--- config.mk ---
export PLATFORM = sky130hd
export DESIGN_NAME = pipe_hazard_ctrl_flat
export DESIGN_NICKNAME = d
export VERILOG_FILES = /design/src/rtl/pipe_hazard_ctrl_if.sv /design/src/rtl/pipe_hazard_ctrl.sv /design/src/flat_wrapper.sv
export SDC_FILE = /design/constraint.sdc
export NUM_CORES = 1
export LEC_CHECK = 0
export BUFFER_PORTS_ARGS = -buffer_cell sky130_fd_sc_hd__buf_2
export CORE_ASPECT_RATIO = 0.6
export CORE_UTILIZATION = 25
export DETAILED_ROUTE_END_ITERATION = 16
export PLACE_DENSITY_LB_ADDON = 0.1
export SLEW_MARGIN = 20
export SYNTH_ARGS = -nofsm -noshare
export SYNTH_HDL_FRONTEND = slang
export SYNTH_SLANG_ARGS = --single-unit
--- constraint.sdc ---
create_clock -name clk -period 3.5 [get_ports clk]
set_clock_uncertainty 0.05 [all_clocks]
set_input_delay 0.175 -clock clk [delete_from_list [all_inputs] [get_ports clk]]
set_output_delay 0.175 -clock clk [all_outputs]
set_load 0.02 [all_outputs]
--- src/rtl/pipe_hazard_ctrl_if.sv ---
// Hazard-controller bus: ID-stage operand/HI-LO info and EX/MEM/WB
// register-file write info flow into the controller; stall/bubble controls,
// forwarding selects and MDU status flow back to the pipeline.
//   master : pipeline side (drives stage info, receives controls)
//   slave  : hazard controller side
interface pipe_hazard_ctrl_if;
    logic [4:0] id_rs;
    logic [4:0] id_rt;
    logic       id_rs_used;
    logic       id_rt_used;
    logic       id_hilo_use;
    logic       id_is_mult;
    logic       id_is_div;
    logic       ex_rf_wena;
    logic [4:0] ex_rf_waddr;
    logic       ex_mux_rf_DMEM;
    logic       mem_rf_wena;
    logic [4:0] mem_rf_waddr;
    logic       wb_rf_wena;
    logic [4:0] wb_rf_waddr;
    logic       stall_pc;
    logic       stall_fd;
    logic       bubble_de;
    logic [1:0] fwd_rs;
    logic [1:0] fwd_rt;
    logic       mdu_busy;
    logic       mdu_done;

    modport master (
        output id_rs, id_rt, id_rs_used, id_rt_used, id_hilo_use,
               id_is_mult, id_is_div, ex_rf_wena, ex_rf_waddr, ex_mux_rf_DMEM,
               mem_rf_wena, mem_rf_waddr, wb_rf_wena, wb_rf_waddr,
        input  stall_pc, stall_fd, bubble_de, fwd_rs, fwd_rt, mdu_busy, mdu_done
    );

    modport slave (
        input  id_rs, id_rt, id_rs_used, id_rt_used, id_hilo_use,
               id_is_mult, id_is_div, ex_rf_wena, ex_rf_waddr, ex_mux_rf_DMEM,
               mem_rf_wena, mem_rf_waddr, wb_rf_wena, wb_rf_waddr,
        output stall_pc, stall_fd, bubble_de, fwd_rs, fwd_rt, mdu_busy, mdu_done
    );
endinterface

--- src/rtl/pipe_hazard_ctrl.sv ---
// Hazard and sequencing controller for a 5-stage MIPS pipeline.
// Ports:
//   clk  : system clock, rising edge
//   rst  : asynchronous active-low reset
//   bus  : pipe_hazard_ctrl_if.slave -- ID/EX/MEM/WB info in; stall_pc,
//          stall_fd, bubble_de, fwd_rs, fwd_rt (combinational) and
//          mdu_busy, mdu_done (registered) out.
// Forwarding priority is EX > MEM > WB. A load in EX that matches a used
// source register raises a load-use stall instead of forwarding. The MULT/DIV
// scheduler holds any HI/LO user in ID until the unit is idle again.
module pipe_hazard_ctrl #(
    parameter int MULT_CYCLES = 4,
    parameter int DIV_CYCLES  = 32
) (
    input  logic             clk,
    input  logic             rst,
    pipe_hazard_ctrl_if.slave bus
);
    typedef enum logic [1:0] {IDLE, MBUSY, DBUSY} state_t;

    localparam logic [5:0] MULT_LOAD = 6'(MULT_CYCLES - 1);
    localparam logic [5:0] DIV_LOAD  = 6'(DIV_CYCLES - 1);

    state_t     state_reg, state_next;
    logic [5:0] cnt_reg, cnt_next;
    logic       busy_reg, busy_next;
    logic       done_reg, done_next;

    // Operand 0 is rs, operand 1 is rt.
    logic [1:0][4:0] src;
    logic [1:0]      used;
    logic [1:0][1:0] fwd;
    logic [1:0]      ex_hit, mem_hit, wb_hit, load_hit;

    logic lu, md_stall, stall, issue;

    assign src[0]  = bus.id_rs;
    assign src[1]  = bus.id_rt;
    assign used[0] = bus.id_rs_used;
    assign used[1] = bus.id_rt_used;

    generate
        for (genvar gi = 0; gi < 2; gi++) begin : g_fwd
            // A hit needs a used, nonzero source; r0 never forwards.
            assign ex_hit[gi]  = used[gi] && (src[gi] != 5'd0) &&
                                 bus.ex_rf_wena && (bus.ex_rf_waddr == src[gi]);
            assign mem_hit[gi] = used[gi] && (src[gi] != 5'd0) &&
                                 bus.mem_rf_wena && (bus.mem_rf_waddr == src[gi]);
            assign wb_hit[gi]  = used[gi] && (src[gi] != 5'd0) &&
                                 bus.wb_rf_wena && (bus.wb_rf_waddr == src[gi]);
            assign load_hit[gi] = ex_hit[gi] && bus.ex_mux_rf_DMEM;
            // An EX load hit blocks lower-priority stages; the stall makes
            // the select irrelevant that cycle, so it reads 0.
            assign fwd[gi] = ex_hit[gi]  ? (bus.ex_mux_rf_DMEM ? 2'd0 : 2'd1) :
                             mem_hit[gi] ? 2'd2 :
                             wb_hit[gi]  ? 2'd3 : 2'd0;
        end
    endgenerate

    assign lu       = |load_hit;
    assign md_stall = bus.id_hilo_use && (state_reg != IDLE);
    assign stall    = lu || md_stall;
    assign issue    = (state_reg == IDLE) && !stall && (bus.id_is_mult || bus.id_is_div);

    assign bus.stall_pc  = stall;
    assign bus.stall_fd  = stall;
    assign bus.bubble_de = stall;
    assign bus.fwd_rs    = fwd[0];
    assign bus.fwd_rt    = fwd[1];
    assign bus.mdu_busy  = busy_reg;
    assign bus.mdu_done  = done_reg;

    always_ff @(posedge clk or negedge rst) begin
        if (!rst) begin
            state_reg <= IDLE;
            cnt_reg   <= 6'd0;
            busy_reg  <= 1'b0;
            done_reg  <= 1'b0;
        end else begin
            state_reg <= state_next;
            cnt_reg   <= cnt_next;
            busy_reg  <= busy_next;
            done_reg  <= done_next;
        end
    end

    always_comb begin
        state_next = state_reg;
        cnt_next   = cnt_reg;
        done_next  = 1'b0;
        case (state_reg)
            IDLE: begin
                if (issue) begin
                    // DIV takes precedence when both flags are set.
                    if (bus.id_is_div) begin
                        state_next = DBUSY;
                        cnt_next   = DIV_LOAD;
                    end else begin
                        state_next = MBUSY;
                        cnt_next   = MULT_LOAD;
                    end
                end
            end
            MBUSY, DBUSY: begin
                if (cnt_reg == 6'd0) begin
                    // Leaving busy: the next cycle is the done cycle, which
                    // also releases any stalled HI/LO user.
                    state_next = IDLE;
                    done_next  = 1'b1;
                end else begin
                    cnt_next = cnt_reg - 6'd1;
                end
            end
            default: state_next = IDLE;
        endcase
        busy_next = (state_next != IDLE);
    end
endmodule

--- src/flat_wrapper.sv ---
// flat-port wrapper written by rule: the top's interface ports become plain ports
module pipe_hazard_ctrl_flat 
#(
    parameter int MULT_CYCLES = 4,
    parameter int DIV_CYCLES  = 32
)
  (clk, rst, bus_id_rs, bus_id_rt, bus_id_rs_used, bus_id_rt_used, bus_id_hilo_use, bus_id_is_mult, bus_id_is_div, bus_ex_rf_wena, bus_ex_rf_waddr, bus_ex_mux_rf_DMEM, bus_mem_rf_wena, bus_mem_rf_waddr, bus_wb_rf_wena, bus_wb_rf_waddr, bus_stall_pc, bus_stall_fd, bus_bubble_de, bus_fwd_rs, bus_fwd_rt, bus_mdu_busy, bus_mdu_done);
  pipe_hazard_ctrl_if bus_i ();
  input  logic clk;
  input  logic rst;
  input wire logic [$bits(bus_i.id_rs)-1:0] bus_id_rs;
  input wire logic [$bits(bus_i.id_rt)-1:0] bus_id_rt;
  input wire logic [$bits(bus_i.id_rs_used)-1:0] bus_id_rs_used;
  input wire logic [$bits(bus_i.id_rt_used)-1:0] bus_id_rt_used;
  input wire logic [$bits(bus_i.id_hilo_use)-1:0] bus_id_hilo_use;
  input wire logic [$bits(bus_i.id_is_mult)-1:0] bus_id_is_mult;
  input wire logic [$bits(bus_i.id_is_div)-1:0] bus_id_is_div;
  input wire logic [$bits(bus_i.ex_rf_wena)-1:0] bus_ex_rf_wena;
  input wire logic [$bits(bus_i.ex_rf_waddr)-1:0] bus_ex_rf_waddr;
  input wire logic [$bits(bus_i.ex_mux_rf_DMEM)-1:0] bus_ex_mux_rf_DMEM;
  input wire logic [$bits(bus_i.mem_rf_wena)-1:0] bus_mem_rf_wena;
  input wire logic [$bits(bus_i.mem_rf_waddr)-1:0] bus_mem_rf_waddr;
  input wire logic [$bits(bus_i.wb_rf_wena)-1:0] bus_wb_rf_wena;
  input wire logic [$bits(bus_i.wb_rf_waddr)-1:0] bus_wb_rf_waddr;
  output wire logic [$bits(bus_i.stall_pc)-1:0] bus_stall_pc;
  output wire logic [$bits(bus_i.stall_fd)-1:0] bus_stall_fd;
  output wire logic [$bits(bus_i.bubble_de)-1:0] bus_bubble_de;
  output wire logic [$bits(bus_i.fwd_rs)-1:0] bus_fwd_rs;
  output wire logic [$bits(bus_i.fwd_rt)-1:0] bus_fwd_rt;
  output wire logic [$bits(bus_i.mdu_busy)-1:0] bus_mdu_busy;
  output wire logic [$bits(bus_i.mdu_done)-1:0] bus_mdu_done;
  assign bus_i.id_rs = bus_id_rs;
  assign bus_i.id_rt = bus_id_rt;
  assign bus_i.id_rs_used = bus_id_rs_used;
  assign bus_i.id_rt_used = bus_id_rt_used;
  assign bus_i.id_hilo_use = bus_id_hilo_use;
  assign bus_i.id_is_mult = bus_id_is_mult;
  assign bus_i.id_is_div = bus_id_is_div;
  assign bus_i.ex_rf_wena = bus_ex_rf_wena;
  assign bus_i.ex_rf_waddr = bus_ex_rf_waddr;
  assign bus_i.ex_mux_rf_DMEM = bus_ex_mux_rf_DMEM;
  assign bus_i.mem_rf_wena = bus_mem_rf_wena;
  assign bus_i.mem_rf_waddr = bus_mem_rf_waddr;
  assign bus_i.wb_rf_wena = bus_wb_rf_wena;
  assign bus_i.wb_rf_waddr = bus_wb_rf_waddr;
  assign bus_stall_pc = bus_i.stall_pc;
  assign bus_stall_fd = bus_i.stall_fd;
  assign bus_bubble_de = bus_i.bubble_de;
  assign bus_fwd_rs = bus_i.fwd_rs;
  assign bus_fwd_rt = bus_i.fwd_rt;
  assign bus_mdu_busy = bus_i.mdu_busy;
  assign bus_mdu_done = bus_i.mdu_done;
  pipe_hazard_ctrl #(.MULT_CYCLES(MULT_CYCLES), .DIV_CYCLES(DIV_CYCLES)) u_core (.clk(clk), .rst(rst), .bus(bus_i));
endmodule
==> metrics.txt, run 1 <==
Clk Latency, worst-skew pair=0.24 ns; max-cap violations=0; Area Overhead vs Synth=27.2%; die span in x=92.4 µm; critical path fanouts, max=8; Clock Tree Root=clkbuf_8; asr flop ratio synth=100%; max reg flops=6; # IOs=45; wire length on met3=155 µm; flops & latches, synth=10; post-DP HPWL=3.21 mm; Die Ht=56.2 µm; antenna cells=0; status=complete, no violations; leakage=0.706 nW; period utilisation layout=67.9%; most common cell in the netlist=xor2_1; Achievable Freq=0.421 GHz; fraction of layout cells with a size suffix above 1=28.0%; Final Setup Violations=0; DR top layer=met4; met1 wire length=2.09 mm; post-synth net total=190; largest cells by area after synthesis=dfrtp_1 (20%), xor2_1 (14%), xnor2_1 (7.9%); register area share after synthesis=20.4%; first-pass GRT wire length=6.25 mm; CTS tree=yes; Top FF cell, synth=dfrtp_1; Crit path max-delay family=compound AO/OA/AOI/OAI gates; post-route setup TNS=0 ns; DIE AREA=5190 µm²; area leader, netlist=dfrtp_1; number of remaining DRC errors=0; CTS resizes=0; Critical path buffers and inverters=2; Gate Count Post-Synth=150; initial antenna violation count=0; Req. time, crit path=3.27 ns; CTS Buf Count=3; layout net count=234; GPL Wtd Cong=0.936; Vias/cell=4.96; Commonest cells post-synth=xor2_1 (19), xnor2_1 (11), dfrtp_1 (10), nor2_1 (10); Max VDD drop=195 µV; GRT Overall Usage=15.6%; Post-Syn Area=1220 µm²; vias post-DR=1,270; cts hold-fix bufs=1; final hold violation count=0; row cnt=19; H-tree Lvls=1; Mapped Avg Cell Area=8.17 µm²; DR pass1 iterations=6; largest net degree at the start of global routing=16; Core Area=4640 µm²; layout filler cell count=501; worst stage delay on the critical path=0.55 ns; minimum clock period=2.38 ns; Routed WL=3.81 mm; total power=919 µW; Met2 Wirelength=1.55 mm; post-synthesis cell type count=40; Antenna Nets Post-Route=0; Longest Clk Path Bufs=2; CTS clk-pin slew, worst paths=0.05 ns; Post-synth EDFFs=0; setup bufs post-CTS=0; RSZ-0062 raised after global routing=false; Initial Util=26.4%; pwr dens=590 nW/µm²; Setup crit end kind=output port; slowest stage cell on the critical path=or4_4; CP Data Arrival Time=2.15 ns; crit-path cells=buf_2 > or4_4 > o21ai_4 > nor3_4 > o21ai_0 > o21ai_0 > buf_2; class of the most critical setup path=in -> out; crit start category=input pin; Worst Max-Slew Pin Slew=0.674 ns; total grt overflow=0; Worst slew margin=54.9%; Starting DRT DRC Count=46; hold crit path type=in -> async; vias in the first global route=1,262; Buffers on Ports=44; Slew Limit Fails=0; YS warnings=0; per-cell routed wire length=14.9 µm; top cell type's share of synthesized area=20.4%; # clock sinks=10
[layout make-up]
type	count	area, µm²	share of cell area (%)
clock buffer	4	55.1	3.53
timing repair buffer	45	230	14.8
inverter	9	33.8	2.17
sequential	10	250	16.1
multi-input combinational	125	910	58.4
tap	63	78.8	5.06
[report_power, final]
group | internal [mW] | total (mW) | switching [mW]
clock | 0.0993 | 0.150 | 0.0503
combinational | 0.217 | 0.559 | 0.341
sequential | 0.164 | 0.211 | 0.0469
[final timing paths]
kind	startpoint	end	slack (ns)	depth (start not counted)
min	rst	u_core.cnt_reg[5]	0.29	2
max reg2reg	u_core.state_reg[1]	u_core.cnt_reg[4]	1.26	6
max	bus_id_rs[1]	bus_stall_fd	1.12	7
max in group asynchronous	rst	u_core.cnt_reg[0]	2.91	2
min reg2reg	u_core.cnt_reg[0]	u_core.cnt_reg[0]	0.44	1
min in group clk	bus_id_is_div	u_core.state_reg[1]	0.34	4
[cells in the final DEF, fill, tap and decap left out, types with 2 or more instances in the layout]
| cell | count |
|---|---|
| buf_2 | 44 |
| xor2_1 | 19 |
| xnor2_1 | 11 |
| nor2_1 | 10 |
| dfrtp_1 | 10 |
| inv_1 | 9 |
| nand2_1 | 9 |
| o21ai_0 | 9 |
| nor3_1 | 6 |
| nand3_1 | 6 |
| nor4_1 | 5 |
| a21oi_1 | 5 |
| a211oi_1 | 5 |
| ha_1 | 4 |
| clkbuf_8 | 4 |
| nand2b_1 | 3 |
| mux2i_1 | 3 |
| nand4_1 | 2 |
| nor3b_1 | 2 |
| nor4b_1 | 2 |
| o2111a_1 | 2 |
| a311oi_1 | 2 |
| o21a_1 | 2 |
| nor2b_1 | 2 |
| o211ai_1 | 2 |
[logic make-up after synthesis]
logic type,count (synthesis),synth area share [%]
buf+inv,15,5.31
fa+ha+maj,4,4.09
mux,3,2.45
compound gates,34,20.4
flops,10,20.4
xor+xnor,30,21.5
simple gates,54,25.8
[per-layer routing]
metal	vias up	track usage (%)
met5	-	0
met4	0	3.57
met3	2	3.28
met2	37	22.0
met1	602	23.9
li1	629	-
[metrics by stage]
| stage | util, % | setup slack (ns) | area, µm² | cells | hold WS, ns |
|---|---|---|---|---|---|
| final | 33.6 | 1.12 | 1560 | 256 | 0.289 |
| after global routing | 33.6 | 0.994 | 1560 | 256 | 0.327 |
| after CTS | 33.6 | 1.15 | 1560 | 256 | 0.294 |
| after detailed placement | 32.2 | 1.16 | 1490 | 251 | 0.0126 |
| after global placement | 32.2 | 1.16 | 1490 | 251 | 0.00547 |
| after floorplan | - | 1.39 | 1220 | 150 | -0.171 |
(Power assumes the default switching activity.)
==> inputs of run 2 (changes only) <==
==> constraint.sdc (replaced) <==
create_clock -name clk -period 2.1 [get_ports clk]
set_clock_uncertainty 0.05 [all_clocks]
set_input_delay 0.105 -clock clk [delete_from_list [all_inputs] [get_ports clk]]
set_output_delay 0.105 -clock clk [all_outputs]
set_load 0.02 [all_outputs]
==> run 2 against run 1 <==
Compared with the run above:
- cell count is 8.2% higher
- global-route usage is 0.66 points higher
- sequential cell count stayed put
- clock power is 66% higher
- largest power group unchanged
- non-clock buffer count is 21 higher
- critical path depth stayed put
- sequential share of layout area is 1.6 points lower
- design area is 11% higher
- sequential power is 57% higher
- die area stayed put
- clock-buffer cell count stayed put
- total power is 90% higher
==> metrics.txt, run 2 (same netlist as run 1, synthesis figures left out) <==
status=complete, no violations; Initial Util=26.4%; CTS Buf Count=3; max-cap violations=0; Clk Latency, worst-skew pair=0.24 ns; Reg2Reg Depth=9; Slew Limit Fails=0; total grt overflow=0; Routed WL=3.95 mm; Post-Layout Cell Count=277; layout filler cell count=485; CTS clk-pin slew, worst paths=0.05 ns; Comb pwr share=66.7%; critical path fanouts, max=7; crit-path cells=buf_2 > or4_4 > o21ai_4 > nor3_4 > o21ai_1 > o21ai_0 > buf_2; Max VDD drop=408 µV; Req. time, crit path=1.95 ns; layout net count=255; per-cell routed wire length=14.2 µm; die span in x=92.4 µm; internal power=966 µW; Critical Path Stages=7; vias post-DR=1,355; post-DP HPWL=3.40 mm; GRT Overall Usage=16.3%; most common cell after layout, fill and taps aside=buf_2; RSZ-0062 raised after global routing=false; H-tree Lvls=1; most frequent cells in the layout=buf_2 (44), buf_4 (21), xor2_1 (19), xnor2_1 (11); setup bufs post-CTS=0; sw frac=44.6%; Core Area=4640 µm²; minimum clock period=1.96 ns; GPL Wtd Cong=0.917; largest net degree at the start of global routing=15; clock share of power=14.3%; Area Overhead vs Synth=41.6%; Clock Tree Root=clkbuf_8; crit start category=input pin; row cnt=19; Worst slew margin=68.4%; first-pass GRT wire length=6.58 mm; Achievable Freq=0.511 GHz; vias in the first global route=1,281; # clock sinks=10; fraction of layout cells with a size suffix above 1=36.0%; CTS tree=yes; Vias/cell=4.89; CP Data Arrival Time=1.80 ns; worst stage delay on the critical path=0.54 ns; power share of the sequential group=19.0%; dpl cells=272; class of the most critical setup path=in -> out; period utilisation layout=93.3%; Buffers on Ports=44; Worst Max-Slew Pin Slew=0.472 ns; Final Setup Violations=0; Antenna Nets Post-Route=0; max reg flops=6; Starting DRT DRC Count=78; hold crit path type=in -> async; DR pass1 iterations=4; Crit path max-delay family=compound AO/OA/AOI/OAI gates; Die Ht=56.2 µm; initial antenna violation count=0; post-route setup TNS=0 ns; leakage=0.819 nW; number of remaining DRC errors=0; slowest stage cell on the critical path=or4_4; Psw=777 µW; Critical path buffers and inverters=2; DIE AREA=5190 µm²; CP most frequent cell=buf_2; Setup crit end kind=output port; # IOs=45; Longest Clk Path Bufs=2; worst hold slack=0.208 ns; final hold violation count=0; pwr dens=1000 nW/µm²; antenna cells=0
## run 2: path summary, 6_finish.rpt
| check | slack [ns] | startpoint | to |
|---|---|---|---|
| max | 0.14 | bus_id_rs[1] | bus_stall_fd |
| min | 0.21 | rst | u_core.cnt_reg[5] |
| max reg2reg | 0.16 | u_core.cnt_reg[0] | u_core.cnt_reg[4] |
| min reg2reg | 0.51 | u_core.cnt_reg[0] | u_core.cnt_reg[0] |
| max in group asynchronous | 1.59 | rst | u_core.cnt_reg[2] |
| min in group clk | 0.28 | bus_id_is_div | u_core.state_reg[1] |
## run 2: what timing repair did
| item | CTS | global route |
|---|---|---|
| endpoints found under the hold margin | 10 | 0 |
| endpoints found under the setup margin | 3 | 8 |
| resized for setup | 1 | 3 |
| hold buffers | 1 | 0 |
| pin swaps | 0 | 0 |
## run 2: final cells by class
| cell class | count | area (µm²) | area share [%] |
|---|---|---|---|
| timing repair buffer | 66 | 388 | 22.4 |
| sequential | 10 | 250 | 14.4 |
| inverter | 9 | 33.8 | 1.95 |
| clock buffer | 4 | 55.1 | 3.17 |
| multi-input combinational | 125 | 928 | 53.5 |
| tap | 63 | 78.8 | 4.55 |
## run 2: routing by layer
metal  part of all wire, %  wire, µm  track usage [%]  up-vias
li1                      -         -                -      678
met1                    54      2140             25.8      636
met2                    40      1580             22.4       39
met3                   5.3       211             3.55        2
met4                  0.28        11             2.01        0
met5                     0         0                0        -
## run 2: power by group through the flow
stage          registers (mW)  logic (mW)  clock network [mW]
6_report                0.332        1.16               0.249
2_1_floorplan           0.330       0.699                   0
3_3_place_gp            0.321        1.14                   0
3_5_place_dp            0.322        1.14                   0
4_1_cts                 0.319        1.15               0.257
5_1_grt                 0.342        1.28               0.270
## run 2: per-stage QoR
step                total power, mW  setup WS [ns]  instance area, µm²  util (%)
floorplan                      1.03          0.129                1220         -
global placement               1.46        -0.0267                1650      35.6
detailed placement             1.46        -0.0278                1650      35.6
CTS                            1.72         0.0425                1720      37.0
global route                   1.90       0.000171                1730      37.4
finish                         1.74          0.142                1730      37.4
